`src/rtl/fifo_host.sv`:
```
// Burst requester for the 8-deep FIFO: one wr_en/rd_en per two cycles, checks ack/err flags and reports done/err/count.
// A burst of len words takes 2*len cycles plus one DONE cycle; full/empty stalls abort after WAIT_MAX cycles.
module fifo_host #(
    parameter int DATA_W   = 32,
    parameter int DEPTH    = 8,
    parameter int WAIT_MAX = 16
) (
    input  logic              clk,
    input  logic              reset,
    input  logic              cmd_valid,
    output logic              cmd_ready,
    input  logic              cmd_rw,
    input  logic [3:0]        cmd_len,
    input  logic [DATA_W-1:0] cmd_base,
    output logic              fifo_wr_en,
    output logic              fifo_rd_en,
    output logic [DATA_W-1:0] fifo_din,
    input  logic [DATA_W-1:0] fifo_dout,
    input  logic              fifo_full,
    input  logic              fifo_empty,
    input  logic              fifo_wr_ack,
    input  logic              fifo_wr_err,
    input  logic              fifo_rd_ack,
    input  logic              fifo_rd_err,
    output logic [DATA_W-1:0] rd_data,
    output logic              rd_data_valid,
    output logic              done,
    output logic              err,
    output logic [3:0]        xfer_count
);
    localparam int         WCW     = $clog2(WAIT_MAX + 1);
    localparam logic [3:0] LEN_MAX = 4'(DEPTH);

    typedef enum logic [2:0] {
        IDLE, WR_ISSUE, WR_CHECK, RD_ISSUE, RD_CHECK, DONE
    } state_t;

    state_t            state_q, state_d;
    logic [3:0]        len_q, len_d;
    logic [DATA_W-1:0] base_q, base_d;
    logic [3:0]        xfer_count_q, xfer_count_d;
    logic              err_q, err_d;
    logic [WCW-1:0]    wait_q, wait_d;
    logic [DATA_W-1:0] rd_data_q, rd_data_d;
    logic              rd_vld_q, rd_vld_d;
    logic [3:0]        len_clamped;

    assign len_clamped = (cmd_len > LEN_MAX) ? LEN_MAX : cmd_len;

    always_comb begin
        state_d      = state_q;
        len_d        = len_q;
        base_d       = base_q;
        xfer_count_d = xfer_count_q;
        err_d        = err_q;
        wait_d       = wait_q;
        rd_data_d    = rd_data_q;
        rd_vld_d     = 1'b0;
        case (state_q)
            IDLE: begin
                if (cmd_valid) begin
                    len_d        = len_clamped;
                    base_d       = cmd_base;
                    xfer_count_d = '0;
                    err_d        = 1'b0;
                    wait_d       = '0;
                    if (len_clamped == 4'd0) state_d = DONE;
                    else if (cmd_rw)         state_d = RD_ISSUE;
                    else                     state_d = WR_ISSUE;
                end
            end
            WR_ISSUE: begin
                if (!fifo_full) begin
                    state_d = WR_CHECK;
                end else begin
                    wait_d = wait_q + WCW'(1);
                    if (wait_d == WCW'(WAIT_MAX)) begin
                        err_d   = 1'b1;
                        state_d = DONE;
                    end
                end
            end
            WR_CHECK: begin
                // err wins over a simultaneous ack: the word is not counted
                if (fifo_wr_err || !fifo_wr_ack) begin
                    err_d   = 1'b1;
                    state_d = DONE;
                end else begin
                    xfer_count_d = xfer_count_q + 4'd1;
                    wait_d       = '0;
                    state_d      = (xfer_count_d == len_q) ? DONE : WR_ISSUE;
                end
            end
            RD_ISSUE: begin
                if (!fifo_empty) begin
                    state_d = RD_CHECK;
                end else begin
                    wait_d = wait_q + WCW'(1);
                    if (wait_d == WCW'(WAIT_MAX)) begin
                        err_d   = 1'b1;
                        state_d = DONE;
                    end
                end
            end
            RD_CHECK: begin
                if (fifo_rd_err || !fifo_rd_ack) begin
                    err_d   = 1'b1;
                    state_d = DONE;
                end else begin
                    xfer_count_d = xfer_count_q + 4'd1;
                    wait_d       = '0;
                    rd_data_d    = fifo_dout;
                    rd_vld_d     = 1'b1;
                    state_d      = (xfer_count_d == len_q) ? DONE : RD_ISSUE;
                end
            end
            DONE:    state_d = IDLE;
            default: state_d = IDLE;
        endcase
    end

    always_ff @(posedge clk or posedge reset) begin
        if (reset) begin
            state_q      <= IDLE;
            len_q        <= '0;
            base_q       <= '0;
            xfer_count_q <= '0;
            err_q        <= 1'b0;
            wait_q       <= '0;
            rd_data_q    <= '0;
            rd_vld_q     <= 1'b0;
        end else begin
            state_q      <= state_d;
            len_q        <= len_d;
            base_q       <= base_d;
            xfer_count_q <= xfer_count_d;
            err_q        <= err_d;
            wait_q       <= wait_d;
            rd_data_q    <= rd_data_d;
            rd_vld_q     <= rd_vld_d;
        end
    end

    // Ready is masked by reset so every output reads 0 while reset is held.
    assign cmd_ready     = (state_q == IDLE) && !reset;
    assign fifo_wr_en    = (state_q == WR_ISSUE) && !fifo_full;
    assign fifo_rd_en    = (state_q == RD_ISSUE) && !fifo_empty;
    assign fifo_din      = fifo_wr_en ? (base_q + DATA_W'(xfer_count_q)) : '0;
    assign rd_data       = rd_data_q;
    assign rd_data_valid = rd_vld_q;
    assign done          = (state_q == DONE);
    assign err           = err_q;
    assign xfer_count    = xfer_count_q;

endmodule

```
`config.mk`:
```
export PLATFORM = sky130hd
export DESIGN_NAME = fifo_host
export DESIGN_NICKNAME = d
export VERILOG_FILES = /design/src/rtl/fifo_host.sv
export SDC_FILE = /design/constraint.sdc
export NUM_CORES = 1
export LEC_CHECK = 0
export BUFFER_PORTS_ARGS = -buffer_cell sky130_fd_sc_hd__buf_2
export CELL_PAD_IN_SITES_DETAIL_PLACEMENT = 0
export CELL_PAD_IN_SITES_GLOBAL_PLACEMENT = 1
export CORE_ASPECT_RATIO = 0.7
export CORE_MARGIN = 2
export CORE_UTILIZATION = 30
export CTS_CLUSTER_DIAMETER = 200
export DETAILED_ROUTE_END_ITERATION = 12
export HOLD_SLACK_MARGIN = 0.02
export MAX_ROUTING_LAYER = met4
export PLACE_DENSITY = 0.66
export SYNTH_ARGS = -nofsm -noshare
export SYNTH_HDL_FRONTEND = slang
export SYNTH_SLANG_ARGS = --single-unit
```
`constraint.sdc`:
```
create_clock -name clk -period 2.7 [get_ports clk]
set_input_delay 0.27 -clock clk [delete_from_list [all_inputs] [get_ports clk]]
set_output_delay 0.27 -clock clk [all_outputs]
set_load 0.03 [all_outputs]
```
Word-level counts from Yosys, hierarchy flattened:

Index checks and enable logic that the tools add are counted.
Widths: inputs -> output; s select.

* add/sub/neg operators: 3
* order comparisons: 1
* equality and inequality tests: 14
* multiplexer cells: 32
* bitwise operators: 1
* reductions and logical operators: 19

Operators by type and width (number)
* $add 32x4->32: 1
* $mux 32: 1
* $mux 3: 9
* $mux 5: 5
* $pmux 5 s5: 1
* $mux 4: 4
* $pmux 3 s5: 1
* $ne 2x2->1 const B: 7
* $pmux 4 s3: 1
* $reduce_and 6->1: 2
* $mux 1: 8
* $eq 3x2->1 const B: 2
* $eq 3x3->1 const B: 2
* $add 5x1->5 const B: 1
* $eq 5x5->1 const B: 1
* $logic_not 1->1: 5
* $pmux 1 s5: 1
* $reduce_bool 5->1: 1
* $add 4x1->4 const B: 1
* $eq 4x4->1: 1
* $gt 4x4->1 const B: 1
* $logic_not 4->1: 1
* $reduce_and 2->1: 2
* $reduce_and 4->1: 1
* 7 further kinds: 10

* register bits after elaboration: 82
* output and inout port bits: 74
* word-level logic and storage cells: 78

Longest topological paths before layout:

Gate-level depths: netlist (run 1).

* word-level depth: 6
* depth in mapped cells: 8
* gate-level depth less buffers: 7

Worst setup path after synthesis (run 1):

OpenSTA, ideal clock, no wires.

* path kind: register -> output
* start: register xfer_count_q[0] (netlist: xfer_count[0])
* end: output port fifo_din[14]
* arrival: 2.993 ns
* slack: -0.563 ns
* stages on the path, launching flop included: 9
* path buffers: 1
* cells stage by stage: dfrtp_1 ha_1 fa_1 a21o_1 a21oi_1 clkbuf_1 nor3_1 xnor2_1 nor2_1

* word-level cells in the longest chain between the ends: 2

RTL lines
* start: declaration: RTL line 41 `logic [3:0] xfer_count_q, xfer_count_d;`
* start signal: assignment: RTL line 136 `xfer_count_q <= xfer_count_d;`
* $add 32x4->32: RTL line 148 `assign fifo_din = fifo_wr_en ? (base_q + DATA_W'(xfer_count_q)) : '0;`
* $mux 32: RTL line 148
* end: declaration: RTL line 17 `output logic [DATA_W-1:0] fifo_din,`

No other way between the ends.

Worst setup path after layout (run 1):

* start: register base_q[0]
* end: output port fifo_din[6]

* word-level cells in the longest chain between the ends: 2

RTL lines
* start: declaration: RTL line 40 `logic [DATA_W-1:0] base_q, base_d;`
* start signal: assignment: RTL line 135 `base_q <= base_d;`
* $add 32x4->32: RTL line 148
* $mux 32: RTL line 148

No other way between the ends.

==> flow_metrics.py, run 1 <==
metrics = {
    "outcome": {
        "status": "finished, final reports clean",
    },
    "layout": {
        "num-nets-final": 660,
        "post-route-util_pct": 42.96,
        "drive_above_1_share_pct": 53.20,
        "fin_area_mm2": 0.006245,
        "syn_to_final_growth_pct": 41.07,
        "diodes": 0,
    },
    "logic_synthesis": {
        "async_flop_share_pct": 100.0,
        "yosysSeqAreaShare_pct": 46.35,
        "yosysWarnings": 0,
        "synth_top_family_by_area": "simple AND/OR/NAND/NOR gates",
        "ys_ff_latch": 82,
        "synth.avg_cell_area_um2": 10.93,
        "netlist_area_mm2": 0.004427,
        "synth_nets": 490,
        "yosysUniqueCellTypes": 54,
        "synth_top_area_share_pct": 46.35,
        "synthSimpleGateAreaFrac_pct": 18.74,
        "synth_mux_area_share_pct": 16.03,
        "synthFlopType": "dfrtp_1",
        "synthCells": 405,
        "synth_edf_count": 0,
        "synth_fa_ha_area_share_pct": 2.148,
        "yosysTopAreaCell": "dfrtp_1",
        "synth_xor_area_share_pct": 6.529,
        "synthTopCellsByArea": "dfrtp_1 46%, mux2_2 16%, xnor2_1 5.9%",
        "synth-compound-area-share_pct": 7.603,
    },
    "global_route": {
        "overflow": 0,
        "antenna_found_initial": 0,
        "track_usage_pct": 15.86,
        "grt_pass1_wl_mm": 18.94,
        "grt_pass1_vias": 3661,
        "grt_max_degree": 54,
    },
    "drt": {
        "viasPerCell": 4.694,
        "drt-total-wl_mm": 11.94,
        "drt-initial-drc-count": 148,
        "drt-pass1-iter-count": 4,
        "wl_per_cell_um": 15.42,
        "drt_drc_violations_left": 0,
        "final_antenna_net_count": 0,
        "vias": 3633,
    },
    "die": {
        "design.die.area_mm2": 0.01576,
        "die_h_um": 105.6,
        "row_count": 37,
        "die_w_um": 149.2,
        "io_pins": 152,
        "core_area_mm2": 0.01454,
        "initial_utilization_pct": 30.45,
    },
    "sta": {
        "hold_violations": 0,
        "fin_worst_skew_ps": 5.434,
        "fmax_ghz": 0.3731,
        "slew_headroom_pct": 37.89,
        "fin_crit_sh_pct": 99.28,
        "tns_ps": 0,
        "rsz0062_at_grt": "true",
        "hold_slack_ps": 122.7,
        "finalMaxSlewViolations": 0,
        "min_period_ps": 2680,
        "setup_violations": 0,
        "worstMarginPinSlew_ps": 930.5,
    },
    "clock_tree": {
        "clk_latency_ps": 340,
        "cts_max_path_buffers": 2,
        "htreeDepth": 3,
        "cts_sinks": 82,
        "cts_tree": "done",
        "root_buffer": "clkbuf_16",
        "cts_made_buffers": 9,
        "path_clk_slew_ps": 60,
    },
    "worst_setup_path": {
        "r2r_slack_ps": 700,
        "path_class": "reg2out",
        "critical_path_arrival_ps": 2410,
        "critPathLaunch": "base_q[0]$_DFFE_PP0P_",
        "start_kind": "flip-flop",
        "end_kind": "output port",
        "required_ps": 2430,
        "cp_max_fo": 4,
        "r2r_end": "base_q[31]$_DFFE_PP0P_",
        "rr_startpoint": "state_q[1]$_DFFE_PP0N_",
        "crit_end": "fifo_din[6]",
        "rr_worst_depth": 4,
    },
    "pwr": {
        "power.density_mw_per_mm2": 1193,
        "ir_drop_mv": 0.5015,
        "p_leak_nw": 2.861,
        "p_total_w": 0.007452,
    },
    "placement": {
        "port_buffers": 151,
        "dp_hpwl_mm": 8.624,
        "gp_congestion": 0.8030,
        "place_area_mm2": 0.005549,
    },
    "job": {
        "cap_violations": 0,
    },
    "min_path": {
        "hp-class": "in2async",
    },
}
## final cells by class
type                       count  area [µm²]
clock inverter                 4       98.84
sequential                    82        2059
multi-input combinational    296        2459
tap                          195       244.0
fill                        1442        8292
clock buffer                  11       252.7
timing repair buffer         178        1100
inverter                       8       31.28
## report_power, final
part	internal [W]	switching, W
Combinational	0.00156	0.00208
Clock	0.000951	0.000496
Sequential	0.00182	0.000537
Total	0.00434	0.00312
## synth_stat cells (5+ instances only)
cell type,count
a21oi_1,13
and3_1,5
buf_2,5
clkbuf_1,13
dfrtp_1,82
ha_1,6
inv_1,8
mux2_2,62
nand2_1,25
nand3_1,5
nand4_1,6
nor2_1,43
nor2b_1,7
nor3_1,10
nor4_1,7
o21ai_0,15
xnor2_1,30
## logic make-up (layout without fill, tap and decap cells)
family	count (synthesis)	count (layout)
adder cells (fa/ha/maj)	7	7
AO/OA/AOI/OAI	52	52
AND/OR/NAND/NOR	141	141
XOR/XNOR	33	33
multiplexers	63	63
flip-flops	82	82
buffers and inverters	27	201
## sequential cells by signal, summed over array words and instances, names as in the netlist
register,flops
rd_data,32
len_q,4
rd_data_valid,1
err,1
base_q,32
state_q,3
xfer_count,4
wait_q,5
## critical path, stage by stage, from the launching register on
cell,delay (ps)
dfrtp_1,430
ha_4,190
fa_2,350
a21o_1,190
a21oi_4,200
buf_6,130
buf_16,110
o21ai_0,100
a21oi_2,190
buf_6,150
## repair_timing
item / CTS / global route
setup buffers: 4 / 9
gates cloned: 2 / 1
pin swaps: 4 / 14
endpoints found under the setup margin: 17 / 28
hold buffers: 0 / 0
gates resized for setup: 17 / 49
## placed cells by master, fill, tap and decap left out, types with 7 or more instances in the layout
cell / count
buf_2: 137
dfrtp_1: 76
mux2_2: 62
nor2_1: 30
xnor2_1: 29
nand2_1: 25
buf_4: 23
o21ai_0: 15
nor2_2: 13
buf_6: 13
clkbuf_16: 9
a21oi_1: 8
inv_1: 7
nor2b_1: 7
## stage by stage
stage | setup slack (ps) | instances
after global placement | 315.5 | 745
after global routing | -86.83 | 774
final | 19.52 | 774
after detailed placement | 249.8 | 745
after CTS | -1.149 | 766
after floorplan | 1.280 | 405
## per-layer routing
layer	wire [µm]	part of all wire, %	vias up	track usage, %
li1	-	-	1784	-
met5	0	0	-	-
met1	5874	49	1768	21.69
met4	131	1.1	0	4.422
met3	591	5.0	10	4.242
met2	5340	45	71	23.21
## worst min-delay path by stage
stage / from / end / slack, ps / cells past startpoint
floorplan: cmd_base[22] / base_q[22]$_DFFE_PP0P_ / 390 / 2
global placement: rd_data[17]$_DFFE_PP0P_ / rd_data[17]$_DFFE_PP0P_ / 460 / 1
detailed placement: rd_data[17]$_DFFE_PP0P_ / rd_data[17]$_DFFE_PP0P_ / 480 / 1
CTS: cmd_base[30] / base_q[30]$_DFFE_PP0P_ / 140 / 3
global route: cmd_base[21] / base_q[21]$_DFFE_PP0P_ / 150 / 2
finish: reset / rd_data[27]$_DFFE_PP0P_ / 120 / 2
Note: power is estimated with default switching activity, not from simulation.
==> run 2: changes to the inputs <==
PLACE_DENSITY = 0.63   (was 0.66)
clock period = 3.2 ns   (was 2.7 ns; I/O delays follow)
==> run 2 against run 1 <==
Against the previous run: worst hold slack better by 74 ps; routed wire length down 3.7%; final cell count down 1.4%; non-clock buffer count down 14; global-route usage up 0.092 points; setup slack better by 210 ps; count of clock-buffer cells in the layout down 1; clock skew about the same; sequential share of layout area up 2.6 points; combinational power down 26%.
==> flow_metrics.py, run 2 (same netlist as run 1, synthesis figures left out) <==
metrics = {
    "layout": {
        "num-nets-final": 646,
        "final_common_cell": "buf_2",
        "multiInputGateArea_mm2": 0.002278,
        "final_cell_mix": "151 x buf_2, 82 x dfrtp_1, 62 x mux2_2",
        "drive_above_1_share_pct": 45.41,
        "syn_to_final_growth_pct": 30.44,
        "fin_area_mm2": 0.005774,
        "regArea_mm2": 0.002052,
        "fillCellCount": 1463,
    },
    "sta": {
        "slew_headroom_pct": 50.39,
        "hold_violations": 0,
        "min_period_ps": 2975,
        "fin_crit_sh_pct": 92.95,
        "fin_worst_skew_ps": 4.954,
        "finalMaxSlewViolations": 0,
        "fmax_ghz": 0.3362,
        "worstMarginPinSlew_ps": 737.3,
        "tns_ps": 0,
        "fin_ws_ps": 225.5,
        "setup_violations": 0,
        "rsz0062_at_grt": "false",
    },
    "drt": {
        "drt-initial-drc-count": 165,
        "wl_per_cell_um": 15.06,
        "drt-pass1-iter-count": 6,
        "final_antenna_net_count": 0,
        "viasPerCell": 4.693,
        "vias": 3581,
        "drt_drc_violations_left": 0,
        "drt-total-wl_mm": 11.49,
    },
    "worst_setup_path": {
        "path_class": "reg2out",
        "worst_path_max_delay_cell": "dfrtp_1",
        "cp_top_family": "adder cells",
        "cp_num_buf_inv": 2,
        "rr_worst_depth": 4,
        "r2r_slack_ps": 1120,
        "cp_max_fo": 17,
        "rr_startpoint": "state_q[1]$_DFFE_PP0N_",
        "r2r_end": "rd_data[8]$_DFFE_PP0P_",
        "end_kind": "output port",
        "critical_path_arrival_ps": 2650,
        "start_kind": "flip-flop",
        "required_ps": 2880,
        "path_cells": "ha_1 > fa_1 > a21o_1 > a21oi_2 > buf_6 > nor3_1 > xnor2_1 > nor2_1 > buf_2",
        "slowest_delay_ps": 480,
    },
    "placement": {
        "dp_hpwl_mm": 8.668,
        "gp_congestion": 0.8127,
        "dpl_worst_slack_ps": 544.0,
        "port_buffers": 151,
        "place_area_mm2": 0.005451,
    },
    "clock_tree": {
        "cts_tree": "done",
        "cts_made_buffers": 9,
        "path_clk_slew_ps": 70,
        "htreeDepth": 3,
        "root_buffer": "clkbuf_16",
        "clk_latency_ps": 340,
        "cts_sinks": 82,
        "post_cts.repair.setup_buffers": 0,
        "cts_max_path_buffers": 2,
    },
    "die": {
        "row_count": 37,
        "core_area_mm2": 0.01454,
        "die_h_um": 105.6,
        "design.die.area_mm2": 0.01576,
        "io_pins": 152,
        "die_w_um": 149.2,
        "initial_utilization_pct": 30.45,
    },
    "pwr": {
        "p_int_w": 0.003270,
        "p_sw_share_pct": 43.45,
        "switching_power_w": 0.002513,
        "power.density_mw_per_mm2": 1001,
        "p_seq_share_pct": 34.8,
        "p_leak_nw": 2.681,
        "ir_drop_mv": 0.4692,
        "clock_power_share_pct": 18.5,
        "power_frac_comb_pct": 46.8,
    },
    "min_path": {
        "worstHoldEndpoint": "base_q[22]$_DFFE_PP0P_",
        "hp-start": "cmd_base[22]",
        "hp-class": "in2reg",
        "hold_depth": 3,
    },
    "global_route": {
        "grt_max_degree": 34,
        "antenna_found_initial": 2,
        "track_usage_pct": 15.95,
        "overflow": 0,
        "grt_pass1_vias": 3710,
        "grt_pass1_wl_mm": 19.13,
    },
    "job": {
        "cap_violations": 0,
    },
    "outcome": {
        "status": "finished, final reports clean",
    },
}
[run 2: final cells by class]
| cell class | count | area share (%) |
|---|---|---|
| sequential | 82 | 35.54 |
| inverter | 8 | 0.5417 |
| clock inverter | 6 | 1.127 |
| tap | 195 | 4.225 |
| clock buffer | 10 | 4.139 |
| timing repair buffer | 164 | 14.89 |
| multi-input combinational | 296 | 39.46 |
| antenna | 2 | 0.08667 |
[run 2: worst max-delay path by stage]
stage / from / endpoint / slack (ps) / cells after the start
3_3_place_gp: xfer_count[0]$_DFFE_PP0P_ / fifo_din[10] / 590 / 9
5_1_grt: xfer_count[0]$_DFFE_PP0P_ / fifo_din[10] / 50 / 9
3_5_place_dp: xfer_count[0]$_DFFE_PP0P_ / fifo_din[10] / 540 / 9
2_1_floorplan: xfer_count[0]$_DFFE_PP0P_ / fifo_din[14] / 90 / 8
4_1_cts: xfer_count[0]$_DFFE_PP0P_ / fifo_din[26] / 160 / 9
6_report: xfer_count[0]$_DFFE_PP0P_ / fifo_din[26] / 230 / 9
[run 2: power by group through the flow]
stage | clock [W] | combinational (W) | sequential (W)
2_1_floorplan | 0 | 0.00157 | 0.00236
3_3_place_gp | 0 | 0.00270 | 0.00201
3_5_place_dp | 0 | 0.00272 | 0.00203
4_1_cts | 0.00110 | 0.00273 | 0.00202
5_1_grt | 0.00116 | 0.00293 | 0.00211
6_report | 0.00107 | 0.00270 | 0.00201
[run 2: worst register-to-register path, delay by kind of cell (launching register included)]
family	cells	cell delay, ps
buffers and inverters	1	420
DFF	1	570
muxes	1	410
and+or+nand+nor	2	560
[run 2: through the flow]
| step | std cells | total power [W] | utilization, % | hold slack [ps] |
|---|---|---|---|---|
| 2_1_floorplan | 405 | 0.003927 | - | 436.8 |
| 3_3_place_gp | 744 | 0.004709 | 37.50 | 373.7 |
| 3_5_place_dp | 744 | 0.004745 | 37.50 | 375.2 |
| 4_1_cts | 761 | 0.005842 | 39.66 | 189.0 |
| 5_1_grt | 763 | 0.006206 | 39.72 | 183.3 |
| 6_report | 763 | 0.005783 | 39.72 | 196.3 |
[run 2: timing repair]
| item | 4_1_cts | 5_1_grt |
|---|---|---|
| endpoints found under the hold margin | 24 | 0 |
| setup endpoints to repair | 0 | 1 |
| resized for setup | 0 | 1 |
| hold buffers | 1 | 0 |
[run 2: per-layer routing]
layer / global-route usage (%) / vias to the layer above / part of all wire (%)
met3: 5.152 / 12 / 5.8
met5: - / - / 0
met1: 22.64 / 1722 / 50
met2: 22.09 / 87 / 43
li1: - / 1760 / -
met4: 3.605 / 0 / 1.1
==> run 3: changes to the inputs <==
CAP_MARGIN = 20   (was default)
CTS_CLUSTER_SIZE = 25   (was default)
PLACE_DENSITY = 0.66   (was 0.63)
clock period = 2.53 ns   (was 3.2 ns; I/O delays follow)
==> run 3 against run 2 <==
Against the previous run: the run now ends with setup timing left; die area stayed put; register-to-register slack worse by 510 ps; clock skew is 8.6 ps higher; sequential power is 23% higher; critical path depth is 3 lower; largest cell class unchanged; final cell count is 2.5% higher; design area is 11% higher.
==> flow_metrics.py, run 3 (same netlist as run 1, synthesis figures left out) <==
metrics = {
    "placement": {
        "place_area_mm2": 0.005614,
        "gp_congestion": 0.8238,
        "dp_hpwl_mm": 8.676,
        "dp.cells": 749,
        "port_buffers": 151,
    },
    "clock_tree": {
        "cts_made_buffers": 9,
        "cts_max_path_buffers": 2,
        "clk_latency_ps": 340,
        "cts_tree": "done",
        "htreeDepth": 3,
        "root_buffer": "clkbuf_16",
        "cts_sinks": 82,
        "path_clk_slew_ps": 70,
    },
    "die": {
        "die_h_um": 105.6,
        "row_count": 37,
        "design.die.area_mm2": 0.01576,
        "initial_utilization_pct": 30.45,
        "io_pins": 152,
        "die_w_um": 149.2,
        "core_area_mm2": 0.01454,
    },
    "global_route": {
        "grt_pass1_wl_mm": 19.78,
        "grt_pass1_vias": 3834,
        "overflow": 0,
        "track_usage_pct": 16.48,
        "antenna_found_initial": 1,
        "grt_max_degree": 50,
    },
    "drt": {
        "drt-pass1-iter-count": 4,
        "wl_per_cell_um": 15.66,
        "met2WireLength_mm": 5.567,
        "viasPerCell": 4.708,
        "top_layer": "met4",
        "drt-initial-drc-count": 185,
        "drt-total-wl_mm": 12.25,
        "vias": 3682,
        "wl_met1_mm": 5.943,
        "wl_met3_um": 608,
        "drt_drc_violations_left": 0,
        "final_antenna_net_count": 0,
    },
    "layout": {
        "regArea_mm2": 0.002058,
        "syn_to_final_growth_pct": 45.22,
        "multiInputGateArea_mm2": 0.002541,
        "post-route-util_pct": 44.22,
        "num-nets-final": 667,
        "fin_area_mm2": 0.006429,
        "fillCellCount": 1393,
        "drive_above_1_share_pct": 54.95,
        "final_cell_mix": "123 x buf_2, 77 x dfrtp_1, 62 x mux2_2",
        "final_common_cell": "buf_2",
        "final_cells": 782,
    },
    "sta": {
        "fin_ws_ps": -44.56,
        "setup_violations": 8,
        "worstMarginPinSlew_ps": 797.3,
        "hold_slack_ps": 124.9,
        "finalMaxSlewViolations": 0,
        "fmax_ghz": 0.3884,
        "min_period_ps": 2575,
        "rsz0062_at_grt": "true",
        "hold_violations": 0,
        "fin_worst_skew_ps": 13.60,
        "fin_crit_sh_pct": 101.8,
        "slew_headroom_pct": 46.36,
    },
    "worst_setup_path": {
        "required_ps": 2280,
        "start_kind": "flip-flop",
        "cp_max_fo": 15,
        "critical_path_arrival_ps": 2320,
        "r2r_slack_ps": 610,
        "path_class": "reg2out",
        "end_kind": "output port",
    },
    "outcome": {
        "violations": "setup timing",
        "status": "finished with violations",
    },
    "pwr": {
        "ir_drop_mv": 0.5079,
        "power.density_mw_per_mm2": 1240,
        "clock_power_share_pct": 16.7,
        "p_seq_share_pct": 31.2,
        "p_leak_nw": 2.921,
        "p_int_w": 0.004557,
        "p_total_w": 0.007973,
        "p_sw_share_pct": 42.84,
        "power_frac_comb_pct": 52.2,
        "switching_power_w": 0.003416,
    },
    "min_path": {
        "hp-class": "in2reg",
    },
    "job": {
        "cap_violations": 0,
    },
}
[run 3: cell count changes in the layout (fill, tap and decap cells not counted), moves of 5 or more]
| cell | change |
|---|---|
| dfrtp_1 | -5 |
| buf_12 | +6 |
| nor4_1 | -5 |
| buf_6 | +18 |
| nor2_2 | +17 |
| buf_2 | -28 |
| nor2_1 | -18 |
| dfrtp_2 | +5 |
| buf_4 | +23 |
[run 3: what timing repair did]
| action | CTS | global route |
|---|---|---|
| gates cloned | 2 | 0 |
| pin swaps | 5 | 17 |
| setup endpoints to repair | 28 | 28 |
| endpoints found under the hold margin | 33 | 0 |
| buffers inserted | 8 | 7 |
| hold buffers | 1 | 0 |
| resized for setup | 55 | 43 |
[run 3: path summary, 6_finish.rpt]
check / start / to / cells past startpoint
worst min-delay path: cmd_base[22] / base_q[22]$_DFFE_PP0P_ / 3
max in group asynchronous: reset / xfer_count[0]$_DFFE_PP0P_ / 4
worst min register to register: rd_data[17]$_DFFE_PP0P_ / rd_data[17]$_DFFE_PP0P_ / 1
min in group asynchronous: reset / rd_data[27]$_DFFE_PP0P_ / 3
worst max register to register: state_q[1]$_DFFE_PP0N_ / wait_q[4]$_DFFE_PP0P_ / 5
worst max-delay path: base_q[13]$_DFFE_PP0P_ / fifo_din[18] / 6
[run 3: routing by layer]
layer	global-route usage [%]	up-vias
met5	-	-
met4	4.422	0
met3	4.675	11
met2	24.00	89
met1	22.55	1778
li1	-	1804
[run 3: final cells by class]
| cell class | instances | share of cell area, % |
|---|---|---|
| diodes | 1 | 0.03893 |
| clock buffers | 10 | 3.717 |
| inverters | 8 | 0.4866 |
| repair buffers | 185 | 19.44 |
| multi-input cells | 296 | 39.53 |
| clock inverters | 5 | 0.9731 |
| flip-flops and latches | 82 | 32.02 |
| well taps | 195 | 3.795 |
[run 3: per-stage QoR]
stage | setup slack (ps) | setup TNS, ps
5_1_grt | -134.0 | -2184
4_1_cts | -55.57 | -433.7
3_5_place_dp | 128.9 | 0
6_report | -44.56 | -120.4
3_3_place_gp | 185.2 | 0
2_1_floorplan | -16.19 | -16.19
[run 3: critical path, stage by stage (launching register included)]
cell and delay (ps):
dfrtp_1 410, nand4_1 140, or4_4 560, buf_12 190
or3_1 370, a21oi_2 160, buf_6 140
[run 3: power by group through the flow]
stage	logic [W]	registers, W	clock network (W)
2_1_floorplan	0.00207	0.00299	0
3_3_place_gp	0.00365	0.00249	0
3_5_place_dp	0.00369	0.00251	0
4_1_cts	0.00400	0.00248	0.00138
5_1_grt	0.00448	0.00258	0.00144
6_report	0.00416	0.00248	0.00133
